[src/rtl/switch_debounce_pkg.sv]
// Shared constants and types for the switch debouncer.
package switch_debounce_pkg;

    localparam int DEF_WIDTH         = 6;
    localparam int DEF_STABLE_CYCLES = 500000;  // 10 ms at 50 MHz
    localparam int DEF_CNT_W         = 20;
    localparam int SIM_STABLE_CYCLES = 8;       // short window for simulation

    // What the event register does in a given cycle
    typedef enum logic [1:0] {
        EV_NONE,   // hold
        EV_NEW,    // commit into an idle (or just acknowledged) event slot
        EV_MERGE,  // commit on top of an unacknowledged event
        EV_ACK     // consumer acknowledged, no commit this cycle
    } event_t;

endpackage

[src/rtl/switch_debounce_if.sv]
// Switch word in, debounced word and change event out.
interface switch_debounce_if
    import switch_debounce_pkg::*;
#(
    parameter int WIDTH = DEF_WIDTH
);

    logic [WIDTH-1:0] i_switches;
    logic             i_ack;
    logic [WIDTH-1:0] o_word;
    logic             o_valid;
    logic [WIDTH-1:0] o_changed;
    logic             o_overrun;

    // Debouncer side
    modport slave (
        input  i_switches,
        input  i_ack,
        output o_word,
        output o_valid,
        output o_changed,
        output o_overrun
    );

    // Board pins plus consumer side
    modport master (
        output i_switches,
        output i_ack,
        input  o_word,
        input  o_valid,
        input  o_changed,
        input  o_overrun
    );

endinterface

[src/rtl/switch_debounce_sync_2ff.sv]
// Two-flop synchronizer for a bus of independent asynchronous bits.
module sync_2ff #(
    parameter int WIDTH = 1
) (
    input  logic             clk,
    input  logic             rst,
    input  logic [WIDTH-1:0] d,
    output logic [WIDTH-1:0] q
);

    logic [WIDTH-1:0] s1;

    // Two back-to-back flops with nothing in between to give metastability time to settle
    always_ff @(posedge clk or posedge rst) begin
        if (rst) begin
            s1 <= '0;
            q  <= '0;
        end else begin
            s1 <= d;
            q  <= s1;
        end
    end

endmodule

[src/rtl/switch_debounce.sv]
// Debounces the DIP-switch word and raises a change event with a bit mask.
module switch_debounce
    import switch_debounce_pkg::*;
#(
    parameter int WIDTH         = DEF_WIDTH,
    parameter int STABLE_CYCLES = DEF_STABLE_CYCLES,
    parameter int CNT_W         = DEF_CNT_W
) (
    input  logic               i_clk,
    input  logic               i_ar,
    switch_debounce_if.slave   bus
);

    localparam logic [CNT_W-1:0] CNT_MAX = CNT_W'(STABLE_CYCLES - 1);

    logic [WIDTH-1:0] s2;
    logic [WIDTH-1:0] candidate;
    logic [CNT_W-1:0] cnt;
    logic [WIDTH-1:0] word_q;
    logic             valid_q;
    logic [WIDTH-1:0] changed_q;
    logic             overrun_q;
    logic             commit;
    logic [WIDTH-1:0] diff;
    event_t           ev;

    sync_2ff #(
        .WIDTH (WIDTH)
    ) u_sync (
        .clk (i_clk),
        .rst (i_ar),
        .d   (bus.i_switches),
        .q   (s2)
    );

    // Track the most recent synchronized value and how long it has been stable
    always_ff @(posedge i_clk or posedge i_ar) begin
        if (i_ar) begin
            candidate <= '0;
            cnt       <= '0;
        end else if (s2 != candidate) begin
            candidate <= s2;
            cnt       <= '0;
        end else if (cnt < CNT_MAX) begin
            cnt <= cnt + CNT_W'(1);
        end
    end

    assign commit = (s2 == candidate) && (cnt == CNT_MAX) && (candidate != word_q);
    assign diff   = candidate ^ word_q;

    // Decide how the event register reacts to commit and acknowledge this cycle
    always_comb begin
        ev = EV_NONE;
        if (commit) begin
            if (!valid_q || bus.i_ack) begin
                ev = EV_NEW;
            end else begin
                ev = EV_MERGE;
            end
        end else if (valid_q && bus.i_ack) begin
            ev = EV_ACK;
        end
    end

    // Committed word and the pending change event
    always_ff @(posedge i_clk or posedge i_ar) begin
        if (i_ar) begin
            word_q    <= '0;
            valid_q   <= 1'b0;
            changed_q <= '0;
            overrun_q <= 1'b0;
        end else begin
            case (ev)
                EV_NEW: begin
                    word_q    <= candidate;
                    valid_q   <= 1'b1;
                    changed_q <= diff;
                    overrun_q <= 1'b0;
                end
                EV_MERGE: begin
                    word_q    <= candidate;
                    valid_q   <= 1'b1;
                    changed_q <= changed_q | diff;
                    overrun_q <= 1'b1;
                end
                EV_ACK: begin
                    valid_q   <= 1'b0;
                    changed_q <= '0;
                    overrun_q <= 1'b0;
                end
                default: begin
                end
            endcase
        end
    end

    assign bus.o_word    = word_q;
    assign bus.o_valid   = valid_q;
    assign bus.o_changed = changed_q;
    assign bus.o_overrun = overrun_q;

endmodule

[src/flat_wrapper.sv]
// flat-port wrapper written by rule: the top's interface ports become plain ports
module switch_debounce_flat import switch_debounce_pkg::*;
#(
    parameter int WIDTH         = DEF_WIDTH,
    parameter int STABLE_CYCLES = DEF_STABLE_CYCLES,
    parameter int CNT_W         = DEF_CNT_W
)
  (i_clk, i_ar, bus_i_switches, bus_i_ack, bus_o_word, bus_o_valid, bus_o_changed, bus_o_overrun);
  switch_debounce_if #(.WIDTH(WIDTH)) bus_i ();
  input  logic i_clk;
  input  logic i_ar;
  input wire logic [$bits(bus_i.i_switches)-1:0] bus_i_switches;
  input wire logic [$bits(bus_i.i_ack)-1:0] bus_i_ack;
  output wire logic [$bits(bus_i.o_word)-1:0] bus_o_word;
  output wire logic [$bits(bus_i.o_valid)-1:0] bus_o_valid;
  output wire logic [$bits(bus_i.o_changed)-1:0] bus_o_changed;
  output wire logic [$bits(bus_i.o_overrun)-1:0] bus_o_overrun;
  assign bus_i.i_switches = bus_i_switches;
  assign bus_i.i_ack = bus_i_ack;
  assign bus_o_word = bus_i.o_word;
  assign bus_o_valid = bus_i.o_valid;
  assign bus_o_changed = bus_i.o_changed;
  assign bus_o_overrun = bus_i.o_overrun;
  switch_debounce #(.WIDTH(WIDTH), .STABLE_CYCLES(STABLE_CYCLES), .CNT_W(CNT_W)) u_core (.i_clk(i_clk), .i_ar(i_ar), .bus(bus_i));
endmodule
[config.mk]
export PLATFORM = sky130hd
export DESIGN_NAME = switch_debounce_flat
export DESIGN_NICKNAME = d
export VERILOG_FILES = /design/src/rtl/switch_debounce_pkg.sv /design/src/rtl/switch_debounce_if.sv /design/src/rtl/switch_debounce_sync_2ff.sv /design/src/rtl/switch_debounce.sv /design/src/flat_wrapper.sv
export SDC_FILE = /design/constraint.sdc
export NUM_CORES = 1
export LEC_CHECK = 0
export ABC_AREA = 1
export CELL_PAD_IN_SITES_DETAIL_PLACEMENT = 0
export CELL_PAD_IN_SITES_GLOBAL_PLACEMENT = 1
export CORE_ASPECT_RATIO = 0.5
export CORE_MARGIN = 1.5
export CORE_UTILIZATION = 42
export DETAILED_ROUTE_END_ITERATION = 16
export DONT_BUFFER_PORTS = 1
export PLACE_DENSITY_LB_ADDON = 0.1
export RECOVER_POWER = 25
export SYNTH_ARGS = -nofsm -noshare
export SYNTH_HDL_FRONTEND = slang
export SYNTH_HIERARCHICAL = 1
export SYNTH_SLANG_ARGS = --single-unit
[constraint.sdc]
create_clock -name i_clk -period 2.1 [get_ports i_clk]
set_clock_uncertainty 0.1 [all_clocks]
set_input_delay 0.21 -clock i_clk [delete_from_list [all_inputs] [get_ports i_clk]]
set_output_delay 0.21 -clock i_clk [all_outputs]
set_load 0.005 [all_outputs]
Word-level counts from Yosys, hierarchy flattened
Index checks and enable logic that the tools add are counted.
W data, S select, Z words.
- eq/ne operators: 7
- reductions and logical operators: 11
- add/sub/neg operators: 1
- $lt $le $gt $ge: 1
- muxes and demuxes: 8
- bitwise gates (word level): 2
- operators with widths (operator ; count):
    $mux W20 ; 2
    $add A20 B1 Y20 const B ; 1
    $eq A20 B19 Y1 const B ; 1
    $lt A20 B19 Y1 const B ; 1
    $pmux W6 S3 ; 1
    $ne A6 B6 Y1 ; 2
    $eq A6 B6 Y1 ; 1
    $mux W2 ; 3
    $or A6 B6 Y6 ; 1
    $reduce_bool A2 Y1 ; 3
    $xor A6 B6 Y6 ; 1
    $eq A2 B2 Y1 const B ; 2
    $pmux W1 S2 ; 2
    $reduce_or A2 Y1 ; 2
    $logic_and A1 B1 Y1 ; 3
    $reduce_bool A3 Y1 ; 1
    $eq A2 B1 Y1 const B ; 1
    $logic_not A1 Y1 ; 1
    $logic_or A1 B1 Y1 ; 1
- output and inout port bits: 14
- register bits after elaboration: 52
- word-level logic and storage cells: 38
- input port bits: 9

Depth between registers and ports, before layout
- depth after elaboration: 7
- mapped depth: 16
- depth with buffers taken out: 16

Hierarchy
The synthesis kept the hierarchy.
- modules (own cells, without submodules) (module ; sequential area each (um2) ; cells an instance ; area each (um2) ; instances):
    switch_debounce ; 1001.0 ; 362 ; 2519.9 ; 1
    sync_2ff ; 300.3 ; 13 ; 304.0 ; 1

Least setup slack after synthesis
Ideal clock, no wire load.
- path kind: register to register
- start point: reg u_core.cnt[0]
- end point: reg u_core.word_q[0] (netlist: u_core/bus.o_word[0])
- arrival: 2.003 ns
- stages on the path, launching flop included: 12
- period minus slack after synthesis: 2.238 ns
- buffers on the path: 1
- library setup time: 0.135 ns
- slack: -0.138 ns
- required time: 1.865 ns
- path through: dfrtp_1 > ha_1 > nand3_1 > clkinv_1 > nand3_1 > nor2_1 > nand3_2 > nand2_2 > nand2_1 > ha_1 > clkbuf_1 > o21ai_0
- cells in the longest elaborated chain, start to end: 6
- elaborated cells between the ends (all ways): 7
- classes of those cells: eq/ne (3); mux (1); reduce/logical (3)
- RTL lines (element ; RTL line ; text):
    from (decl) ; switch_debounce.sv:18 ; logic [CNT_W-1:0] cnt;
    from (signal assigned) ; switch_debounce.sv:45 ; cnt <= cnt + CNT_W'(1);
    $eq A20 B19 Y1 (*) ; switch_debounce.sv:49 ; assign commit = (s2 == candidate) && (cnt == CNT_MAX) && (candidate != word_q);
    $logic_and A1 B1 Y1 (*) (2 in a row) ; switch_debounce.sv:49 ;
    $mux W2 (*) ; switch_debounce.sv:55 ; if (commit) begin
    $eq A2 B1 Y1 or $eq A2 B2 Y1 (tied branches) ; switch_debounce.sv:74 ; case (ev)
    $reduce_or A2 Y1 (no source line) (*) ; -- ;
    to (signal assigned) ; switch_debounce.sv:76 ; word_q <= candidate;
    to (signal assigned) ; switch_debounce.sv:82 ; word_q <= candidate;
    to (decl) ; switch_debounce.sv:19 ; logic [WIDTH-1:0] word_q;
Mark *: on every way between the ends. The rest lies on a longest branch, timed or not.
A chain may end at the register's enable or synchronous reset.

Worst setup path in the final report
- start point: reg u_core.candidate[0]
- end point: reg u_core.changed_q[5] (netlist: u_core/bus.o_changed[5])
- cells in the longest elaborated chain, start to end: 6
- elaborated cells between the ends (all ways): 10
- classes of those cells: eq/ne (5); mux (2); reduce/logical (3)
- RTL lines (element ; RTL line ; text):
    from (decl) ; switch_debounce.sv:17 ; logic [WIDTH-1:0] candidate;
    from (signal assigned) ; switch_debounce.sv:39 ; candidate <= '0;
    from (signal assigned) ; switch_debounce.sv:42 ; candidate <= s2;
    $eq A6 B6 Y1 ; switch_debounce.sv:49 ;
    $logic_and A1 B1 Y1 ; switch_debounce.sv:49 ;
    $logic_and A1 B1 Y1 (*) ; switch_debounce.sv:49 ;
    $mux W2 (*) ; switch_debounce.sv:55 ;
    $eq A2 B2 Y1 or $eq A2 B1 Y1 (tied branches) ; switch_debounce.sv:74 ;
    $pmux W6 S3 or $reduce_bool A3 Y1 (tied branches) ; -- ;
    to (signal assigned) ; switch_debounce.sv:78 ; changed_q <= diff;
    to (signal assigned) ; switch_debounce.sv:84 ; changed_q <= changed_q | diff;
    to (decl) ; switch_debounce.sv:21 ; logic [WIDTH-1:0] changed_q;
Marks and branches as above.

==> flow_summary.ini <==
[detailed_routing]
wl_per_cell_um = 12.66
first_iter_violations = 130
dr.pass1.iters = 5
viasPerCell = 4.836
ant_nets = 0
num_vias = 2442
drcViolationCount = 0
routed_wl_mm = 6.395

[global_route]
antenna_found_initial = 0
grt_pass1_wl_mm = 11.07
grt_pass1_vias = 2317
grtUsageTotal_pct = 19.81
grt_max_degree = 41
overflow = 0

[timing]
fmax_mhz = 490.9
fin_ws_ps = 62.83
rsz0062_at_grt = true
timing_hold_violations_final = 0
drv_slew = 0
min_period_ps = 2037
slew_headroom_pct = 65.08
setup_violations = 0
post-route-period-util_pct = 97.01
worst_pin_slew_ps = 523.7

[clock_tree]
clk_latency_ps = 290
clk_path_buf_depth = 2
cts_buffers = 5
htreeDepth = 2
cts-root-buf = clkbuf_16
clkSinkCount = 52
clk_pin_slew_ps = 70
cts_tree = done

[yosys]
synth.yosys.warnings = 6
ys_types = 29
synth_nets = 388
syn_inst = 375
synth_area_leaders = dfrtp_1 (46%), nand2_1 (15%), inv_1 (6.6%)
netlist_top_cells_count = nand2_1 (114), dfrtp_1 (52), inv_1 (50)
synthArstFlopShare_pct = 100.0
mappedNetlistArea_mm2 = 0.002824
ys_ff_latch = 52
synth_edf_count = 0
synth.yosys.seq_area_share_pct = 46.08
syn_area_per_cell_um2 = 7.531
synth_flop_cell = dfrtp_1
synth_most_common_cell = nand2_1
synth_top_area_cell = dfrtp_1
synth_top_area_share_pct = 46.08

[setup_path]
crit_fanout = 6
start_kind = flip-flop
worstPathCellList = inv_2 > nand2_1 > nand2_1 > nor2_2 > nand2_2 > nor2_4 > nand3_2 > o21ai_2 > inv_2 > ha_4 > o21ai_2 > inv_1 > nand3_2 > nand2_2 > nand2_1 > nand2_1
cp.required_ps = 2190
criticalPathCategory = reg2reg
cp_common_cell = nand2_1
rr_startpoint = u_core/candidate[0]$_DFFE_PP0N_
cp.arrival_ps = 2130
max_stage_delay_ps = 420
worst_setup_path_end_kind = flip-flop
cpMaxStageDelayCell = dfrtp_1
startpoint = u_core/candidate[0]$_DFFE_PP0N_

[floorplanning]
die_w_um = 119.0
core-area_mm2 = 0.006281
ios = 23
initial_core_util_pct = 44.96
core.rowCount = 20
dieArea_mm2 = 0.007254
die_h_um = 60.98

[final_layout]
fillers = 599
syn2layout_area_growth_pct = 22.68
antennaDiodeCount = 0
final_util_pct = 55.16
drive_gt1_share_pct = 22.06
final_nets = 429

[job]
drv_cap = 0

[placed_design]
place_ws_ps = -125.8
gp_congestion = 0.9446
hpwl_mm = 4.653
portBuffers = 0

[power]
power_uw = 2866
peakVddDrop_v = 0.0003072
leakagePower_uw = 0.001673
p_per_area_mw_per_mm2 = 827.2

[worst_hold_path]
hp-class = in2reg
worstHoldStart = bus_i_ack

[run_status]
status = completed
-- cell families after synthesis --
group	share of synthesized area (%)
AND/OR/NAND/NOR	33.36
AO/OA/AOI/OAI	7.443
flip-flops	46.08
XOR/XNOR	1.240
buffers and inverters	10.10
adder cells (fa/ha/maj)	1.772
-- what timing repair did --
action	4_1_cts	5_1_grt
endpoints found under the hold margin	58	0
endpoints found under the setup margin	12	14
gates cloned	0	0
buffers inserted	2	3
hold buffers	7	0
pin swaps	2	8
gates resized for setup	3	26
-- placed cells by master (no fill, tap or decap), drive strengths merged, types with 5 or more instances in the layout --
master	n
a21oi	8
buf	39
clkbuf	5
dfrtp	52
dlygate4sd3	7
inv	57
nand2	116
nand3	33
nand4	11
nor2	38
nor3	7
o21ai	28
-- worst max-delay path, delay by kind of cell (launching register included) --
kind,cells,cell delay [ps]
AOI/OAI and AO/OA,2,220
adders and majority gates,1,190
DFF,1,420
buffers and inverters,3,200
and+or+nand+nor,10,790
-- layout make-up --
class                      count  area, um2  area share, %
multi-input combinational    255       1329          38.35
clock buffer                   5      125.1          3.611
timing repair buffer          46      362.8          10.47
tap                           88      110.1          3.178
clock inverter                 3      25.02         0.7223
sequential                    52       1301          37.56
inverter                      56      211.5          6.103
-- worst paths after layout --
path | to | slack [ps] | depth (start not counted)
max in group asynchronous | u_core/cnt[18]$_DFFE_PP0P_ | 1100 | 3
worst min register to register | u_core/u_sync/q[0]$_DFF_PP0_ | 250 | 0
worst min-delay path | u_core/bus.o_overrun$_DFFE_PP0P_ | 230 | 4
min in group asynchronous | u_core/u_sync/s1[3]$_DFF_PP0_ | 290 | 2
worst max register to register | u_core/bus.o_changed[5]$_DFFE_PP0P_ | 60 | 16
worst max-delay path | u_core/bus.o_changed[5]$_DFFE_PP0P_ | 60 | 16
-- layer usage --
metal,global-route usage (%),up-vias,share of wire (%)
met3,5.169,7,4.4
met2,33.14,47,46
met5,0,-,0
met1,25.84,1121,49
li1,-,1267,-
met4,6.540,0,1.1
-- stage by stage --
stage | hold slack [ps] | cell area (um2) | TNS, ps | std cells
after global routing | 260.1 | 3465 | -559.5 | 505
after floorplan | -25.30 | 2854 | 0 | 375
after global placement | 2.092 | 3131 | -60.69 | 485
after detailed placement | 30.08 | 3131 | -763.1 | 485
final | 234.1 | 3465 | 0 | 505
after CTS | 173.7 | 3374 | -4.833 | 502
-- registers in the layout, indices dropped and copies added, names as in the netlist --
| register | count |
|---|---|
| u_core/bus.o_word | 6 |
| u_core/cnt | 20 |
| u_core/bus.o_overrun | 1 |
| u_core/u_sync/s1 | 6 |
| u_core/candidate | 6 |
| u_core/bus.o_valid | 1 |
| u_core/bus.o_changed | 6 |
| u_core/u_sync/q | 6 |
-- power breakdown --
part | switching [uW] | internal [uW] | leakage [uW]
registers | 151 | 1150 | 0.000661
clock network | 396 | 451 | 0.0000708
logic | 423 | 299 | 0.000940
total | 969 | 1900 | 0.00167
Power figures use the tool's default switching activity.
